## src/rtl/afe_config_sequencer.sv

```systemverilog
// Walks the command ROM and shifts each 24-bit word to the AFE over SPI mode 0, MSB first; readback capture under AFE_CFG_READBACK_EN.
// Latency: first CSN fall 3 cycles after start; CSN low 48*CLK_DIV cycles per word; done 3 cycles after start on an empty ROM.
// Backpressure: none; start is ignored while busy, and the ROM is assumed to answer one cycle after each address change.
module afe_config_sequencer #(
   parameter int          CLK_DIV      = 4,
   parameter int          NUM_COMMANDS = 8,
   parameter logic [23:0] END_MARKER   = 24'hFFFFFF,
   parameter int          GAP_CYCLES   = 8
) (
   input  logic        clk,
   input  logic        reset_n,
   input  logic        start,
   output logic [7:0]  rom_address,
   input  logic [23:0] rom_command,
   output logic        spi_sclk,
   output logic        spi_csn,
   output logic        spi_sdo,
   input  logic        spi_sdi,
   output logic        busy,
   output logic        done,
   output logic [7:0]  command_count,
   output logic [23:0] readback_data,
   output logic        readback_valid
);

   typedef enum logic [2:0] {
      IDLE,
      FETCH,
      LOAD,
      SHIFT,
      GAP,
      FINISH
   } state_t;

   state_t state, next_state;

   logic [23:0] shift_reg;
   logic [15:0] div_cnt;
   logic [15:0] gap_cnt;
   logic [4:0]  bit_cnt;

   logic div_last, bit_last, gap_last, addr_last, is_marker;
   logic shift_tick, frame_end;

   assign div_last   = (div_cnt == 16'(CLK_DIV - 1));
   assign bit_last   = (bit_cnt == 5'd23);
   assign gap_last   = (gap_cnt == 16'(GAP_CYCLES - 1));
   assign addr_last  = (rom_address == 8'(NUM_COMMANDS - 1));
   assign is_marker  = (rom_command == END_MARKER);
   assign shift_tick = (state == SHIFT) && div_last;
   assign frame_end  = shift_tick && spi_sclk && bit_last;

   // The shift register is cleared between frames, so its MSB doubles as the idle-low data line.
   assign spi_sdo = shift_reg[23];

   always_ff @(posedge clk) begin
      if (!reset_n) state <= IDLE;
      else          state <= next_state;
   end

   always_comb begin
      next_state = state;
      case (state)
         IDLE:    if (start) next_state = FETCH;
         FETCH:   next_state = LOAD;
         LOAD:    next_state = is_marker ? FINISH : SHIFT;
         SHIFT:   if (frame_end) next_state = GAP;
         GAP:     if (gap_last) next_state = addr_last ? FINISH : FETCH;
         FINISH:  next_state = IDLE;
         default: next_state = IDLE;
      endcase
   end

   always_ff @(posedge clk) begin
      if (!reset_n) begin
         rom_address   <= '0;
         spi_sclk      <= 1'b0;
         spi_csn       <= 1'b1;
         busy          <= 1'b0;
         done          <= 1'b0;
         command_count <= '0;
         shift_reg     <= '0;
         div_cnt       <= '0;
         bit_cnt       <= '0;
         gap_cnt       <= '0;
      end else begin
         done <= 1'b0;
         case (state)
            IDLE: begin
               if (start) begin
                  rom_address   <= '0;
                  command_count <= '0;
                  busy          <= 1'b1;
               end
            end
            LOAD: begin
               if (is_marker) begin
                  done <= 1'b1;
               end else begin
                  shift_reg <= rom_command;
                  spi_csn   <= 1'b0;
                  spi_sclk  <= 1'b0;
                  div_cnt   <= '0;
                  bit_cnt   <= '0;
               end
            end
            SHIFT: begin
               if (!div_last) begin
                  div_cnt <= div_cnt + 16'd1;
               end else begin
                  div_cnt <= '0;
                  if (!spi_sclk) begin
                     spi_sclk <= 1'b1;
                  end else begin
                     // Falling SCLK: either advance to the next bit or close the frame.
                     spi_sclk <= 1'b0;
                     if (bit_last) begin
                        spi_csn       <= 1'b1;
                        shift_reg     <= '0;
                        command_count <= command_count + 8'd1;
                        gap_cnt       <= '0;
                     end else begin
                        shift_reg <= {shift_reg[22:0], 1'b0};
                        bit_cnt   <= bit_cnt + 5'd1;
                     end
                  end
               end
            end
            GAP: begin
               if (!gap_last)      gap_cnt     <= gap_cnt + 16'd1;
               else if (addr_last) done        <= 1'b1;
               else                rom_address <= rom_address + 8'd1;
            end
            FINISH: busy <= 1'b0;
            default: ;
         endcase
      end
   end

`ifdef AFE_CFG_READBACK_EN
   logic [23:0] capture_reg;

   always_ff @(posedge clk) begin
      if (!reset_n) begin
         capture_reg    <= '0;
         readback_data  <= '0;
         readback_valid <= 1'b0;
      end else begin
         readback_valid <= 1'b0;
         if (shift_tick && !spi_sclk)
            capture_reg <= {capture_reg[22:0], spi_sdi};
         // Bit 0 was captured CLK_DIV cycles earlier, so the word is complete at CSN rise.
         if (frame_end) begin
            readback_data  <= capture_reg;
            readback_valid <= 1'b1;
         end
      end
   end
`else
   logic unused_sdi;
   assign unused_sdi     = spi_sdi;
   assign readback_data  = '0;
   assign readback_valid = 1'b0;
`endif

endmodule

```

## config.mk

```make
export PLATFORM = sky130hd
export DESIGN_NAME = afe_config_sequencer
export DESIGN_NICKNAME = d
export VERILOG_FILES = /design/src/rtl/afe_config_sequencer.sv
export SDC_FILE = /design/constraint.sdc
export NUM_CORES = 1
export LEC_CHECK = 0
export BUFFER_PORTS_ARGS = -buffer_cell sky130_fd_sc_hd__buf_2
export CAP_MARGIN = 25
export CORE_MARGIN = 4
export CORE_UTILIZATION = 25
export CTS_BUF_LIST = sky130_fd_sc_hd__clkbuf_8
export CTS_CLUSTER_SIZE = 28
export DETAILED_ROUTE_END_ITERATION = 10
export PLACE_DENSITY = 0.47
export SKIP_LAST_GASP = 1
export SYNTH_ARGS = -nofsm -noshare
export SYNTH_HDL_FRONTEND = slang
export SYNTH_SLANG_ARGS = --single-unit
```

## constraint.sdc

```tcl
create_clock -name clk -period 3.22 [get_ports clk]
set_input_delay 0.483 -clock clk [delete_from_list [all_inputs] [get_ports clk]]
set_output_delay 0.483 -clock clk [all_outputs]
set_load 0.01 [all_outputs]
```

Word level (Yosys, flattened, before mapping) --
Index checks and enable logic that the tools add are counted.
Storage, ports and cells: logic and storage cells 101, memories kept 0, bits in read-only memories 0, register bits 84, output and inout port bits 46, latch bits 0, bits of input ports 28, bits in writable memories 0
Operators by class: multiply operators 0, equality and inequality tests 20, shifts and indexed selects 0, magnitude comparators 0, reduce and logical (&&, ||, !) cells 19, divide/modulo/power cells 0, add/sub/neg operators 5, bitwise operators 0, mux-type cells 46
Operators with widths (number):
- $mux W16 | 6
- $mux W24 | 4
- $pmux W16 S2 | 2
- $mux W8 | 6
- $pmux W24 S2 | 1
- $add A16 B1 Y16 const B | 2
- $pmux W8 S2 | 2
- $eq A24 B24 Y1 const B | 1
- $mux W5 | 4
- $ne A2 B2 Y1 const B | 10
- $reduce_and A5 Y1 | 4
- $add A8 B1 Y8 const B | 2
- $eq A16 B2 Y1 const B | 1
- $eq A16 B3 Y1 const B | 1
- $mux W3 | 5
- $pmux W3 S5 | 1
- $mux W1 | 10
- $pmux W5 S2 | 1
- $reduce_bool A2 Y1 | 5
- $eq A8 B3 Y1 const B | 1
- $pmux W1 S2 | 4
- $reduce_and A4 Y1 | 2
- $eq A3 B2 Y1 const B | 2
- $eq A3 B3 Y1 const B | 2
- 7 further kinds | 11

Longest topological paths before layout --
word-level depth 6, depth in mapped cells 8, depth with buffers taken out 6

Least setup slack after synthesis --
OpenSTA, ideal clock, no wires.
path type input to register, start point in rom_command[20], end point reg shift_reg[10], slack 1.172 ns, setup time 0.086 ns, cell stages on the path 7, required time 3.134 ns, buffers on the path 2, data arrival time 1.962 ns, path through nand4_1 -> nor4_4 -> a211oi_2 -> or2_2 -> clkbuf_1 -> buf_2 -> a211oi_1
On the way: word-level cells in the longest chain between the ends 3
Ends and longest elaborated chain:
- start, declared | RTL line 14 | input logic [23:0] rom_command,
- $eq A24 B24 Y1 | RTL line 49 | assign is_marker = (rom_command == END_MARKER);
- $ne A2 B2 Y1 (no source line)
- $reduce_and A4 Y1 (no source line)
- end signal, assigned | RTL line 100 | shift_reg <= rom_command;
- end signal, assigned | RTL line 123 | shift_reg <= {shift_reg[22:0], 1'b0};
- end, declared | RTL line 37 | logic [23:0] shift_reg;
Every way passes these cells. A chain may end at the register's enable or synchronous reset.

Worst setup path in the final report --
start point reg state[0], end point reg div_cnt[15]
On the way: word-level cells in the longest chain between the ends 3, elaborated cells on any way between the ends 6, those cells by class eq/ne: 3; mux: 1; reduce/logical: 2
Ends and longest elaborated chain:
- start, declared | RTL line 35 | state_t state, next_state;
- start signal, assigned | RTL line 58 | else state <= next_state;
- $eq A3 B2 Y1 | RTL line 88 | case (state)
- $ne A2 B2 Y1 (no source line) / $reduce_bool A2 Y1 (equally long branches)
- $reduce_and A2 Y1 (no source line)
- end signal, assigned | RTL line 109 | div_cnt <= div_cnt + 16'd1;
- end, declared | RTL line 38 | logic [15:0] div_cnt;
Parallel ways exist; a longest one is shown, timed or not.

==> impl_metrics.yaml <==
grt:
  antenna_found_initial: 0
  grt_max_degree: 38
  grt_pass1_vias: 4006
  grt_pass1_wl_um: 20100
  grt-ovfl-total: 0
  grt_usage_pct: 12.1
critical_path:
  reg2regPathDepth: 6
  setup.worst_path.class: "flip-flop to flip-flop"
  end_kind: "flip-flop"
  start_kind: "flip-flop"
  cp_data_required_time_ns: 3.50
  r2r_slack_ns: 0.71
  arrival_ns: 2.78
  cp_max_fo: 28
  r2r-end: "div_cnt[15]$_SDFFE_PN0P_"
  regToRegStartpoint: "state[0]$_SDFFE_PN0P_"
placed_design:
  dpl.hpwl_um: 8500
  finalWeightedCongestion: 0.744
  io_buffer_count: 47
synth:
  avgSynthCellArea_um2: 8.06
  async_flop_share_pct: 0
  synth_edf_count: 0
  muxShareOfSynthArea_pct: 0.219
  synth_compound_area_share_pct: 24.0
  synth_xor_area_share_pct: 0.958
  synth-simple-area-share_pct: 27.7
  synth_cells: 567
  synth_top_area_cell: "dfxtp_1"
  synthAdderAreaFrac_pct: 1.37
  ys_types: 63
  synth-seq-cells: 84
  synth_top_family_by_area: "simple AND/OR/NAND/NOR gates"
  ys.flop_type: "dfxtp_1"
  synth_top_area_share_pct: 36.8
  synth.cell_area_mm2: 0.00457
  synth_area_leaders: "dfxtp_1, a21oi_1, a211oi_1"
  synth_seq_area_share_pct: 36.8
  yosysWarningCount: 0
floorplanning:
  design.core.area_mm2: 0.0180
  die_w_um: 143
  core.rowCount: 49
  io_pins: 74
  die_area_mm2: 0.0205
  die_y_um: 143
  initial_utilization_pct: 25.4
detailed_routing:
  routedWlPerCell_um: 15.0
  drtAntennaViolNets: 0
  dr.pass1.iters: 4
  wl_um: 12400
  drt-initial-drc-count: 353
  post-route-drc-count: 0
  vias: 4304
  viasPerCell: 5.19
cells_and_area:
  drive_gt1_share_pct: 15.0
  antenna_cells: 0
  final_cell_mix: "dfxtp_1, a21oi_1, buf_2, nor3_1, a211oi_1"
  fillers: 1952
  final_common_cell: "dfxtp_1"
  synthToLayoutAreaGrowth_pct: 10.9
  largest_register_ffs: 24
  fin_nets: 630
power:
  power_switching_uw: 558
  swShare_pct: 28.2
  peakVddDrop_mv: 0.166
  intPower_uw: 1420
  p_seq_share_pct: 55.3
  pwr-share-comb_pct: 12.2
  power.density_mw_per_mm2: 390
  p_leak_uw: 0.00178
  p_clk_share_pct: 32.5
job:
  maxCapViolCount: 0
sta:
  worstMarginPinSlew_ns: 0.872
  setup_viol: 0
  hold_slack_ns: 0.420
  max_slew_margin_pct: 41.9
  tns_ns: 0
  finClkSkew_ns: 0.0166
  period_minus_slack_ns: 2.51
  max_freq_ghz: 0.399
  slew_violations: 0
  finalHoldViolCount: 0
  fin_crit_sh_pct: 77.8
  rsz0062_at_grt: "false"
worst_hold_path:
  hold_class: "primary input to flip-flop"
  hold_end: "shift_reg[1]$_SDFFE_PN0P_"
  whs_path_depth: 3
  hold_start: "rom_command[1]"
clocking:
  cts_buffers: 9
  htreeDepth: 3
  cts_sinks: 84
  cts_resized: 0
  cts_buffer_depth: 2
  clock_latency_ns: 0.36
  clockRootBuffer: "clkbuf_8"
  cts_hold_buf: 0
  clkTransAtPathRegs_ns: 0.09
  postCtsSetupRepairBufs: 0
  cts_tree: "yes"
run_status:
  status: "completed"
## through the flow
step	cell area, um2	power (uW)	instances	utilization (%)	setup WS [ns]
2_1_floorplan	4660	1310	591	-	1.17
3_3_place_gp	4910	1350	815	27.4	0.780
3_5_place_dp	4910	1360	815	27.4	0.701
4_1_cts	5070	2010	830	28.2	0.702
5_1_grt	5070	2100	830	28.2	0.490
6_report	5070	1980	830	28.2	0.715
## cell usage after synthesis (16+ instances only)
| cell type | number |
|---|---|
| nand2_1 | 28 |
| nand4_1 | 16 |
| inv_1 | 16 |
| o21ai_0 | 29 |
| nor3_1 | 41 |
| or3_1 | 21 |
| a211oi_1 | 30 |
| nor2_1 | 23 |
| a21oi_1 | 70 |
| clkbuf_1 | 26 |
| buf_4 | 27 |
| nand3_1 | 23 |
| and3_1 | 27 |
| dfxtp_1 | 84 |
## cells by family (layout without fill, tap and decap cells)
| family | Yosys count | after routing |
|---|---|---|
| buffers and inverters | 79 | 89 |
| other | 1 | 25 |
| XOR/XNOR | 5 | 5 |
| flip-flops | 84 | 84 |
| AND/OR/NAND/NOR | 220 | 220 |
| multiplexers | 1 | 1 |
| adder cells (fa/ha/maj) | 5 | 5 |
| AO/OA/AOI/OAI | 172 | 172 |
## worst max-delay path, stage by stage, from the launching register on
cell      delay (ns)
dfxtp_1         0.55
inv_1           0.17
buf_4           0.26
or2_2           0.44
nor2_2          0.55
a41oi_1         0.22
a211oi_1        0.23
## power by group through the flow
stage                     Sequential (uW)  Clock, uW  Combinational [uW]
after floorplan                      1110          0                 197
after global placement               1120          0                 237
after detailed placement             1120          0                 240
after CTS                            1090        675                 241
after global routing                 1100        728                 270
final                                1090        643                 241
## layer usage
layer | track usage (%) | vias to the layer above | share of wire [%]
met5 | 0 | - | 0
met4 | 4.80 | 0 | 1.4
met3 | 3.28 | 13 | 6.2
met2 | 19.3 | 103 | 46
met1 | 15.6 | 2046 | 46
li1 | - | 2142 | -
## worst max path at each step
stage                                       end                     from  slack, ns
CTS                 rom_address[7]$_SDFFE_PN0P_  gap_cnt[0]$_SDFFE_PN0P_       0.70
detailed placement  rom_address[7]$_SDFFE_PN0P_  gap_cnt[0]$_SDFFE_PN0P_       0.70
finish                 div_cnt[15]$_SDFFE_PN0P_    state[0]$_SDFFE_PN0P_       0.71
global route           div_cnt[11]$_SDFFE_PN0P_    state[0]$_SDFFE_PN0P_       0.49
global placement       div_cnt[15]$_SDFFE_PN0P_    state[0]$_SDFFE_PN0P_       0.78
floorplan            shift_reg[10]$_SDFFE_PN0P_          rom_command[20]       1.17
## final cells by class
class                   count  area [um2]  share of cell area [%]
inverters                  17        63.8                    1.26
flip-flops and latches     84        1680                    33.2
clock buffers               9         124                    2.45
clock inverters             6        27.5                   0.543
well taps                 229         287                    5.66
multi-input cells         428        2570                    50.8
repair buffers             57         310                    6.12
Power figures use the tool's default switching activity.
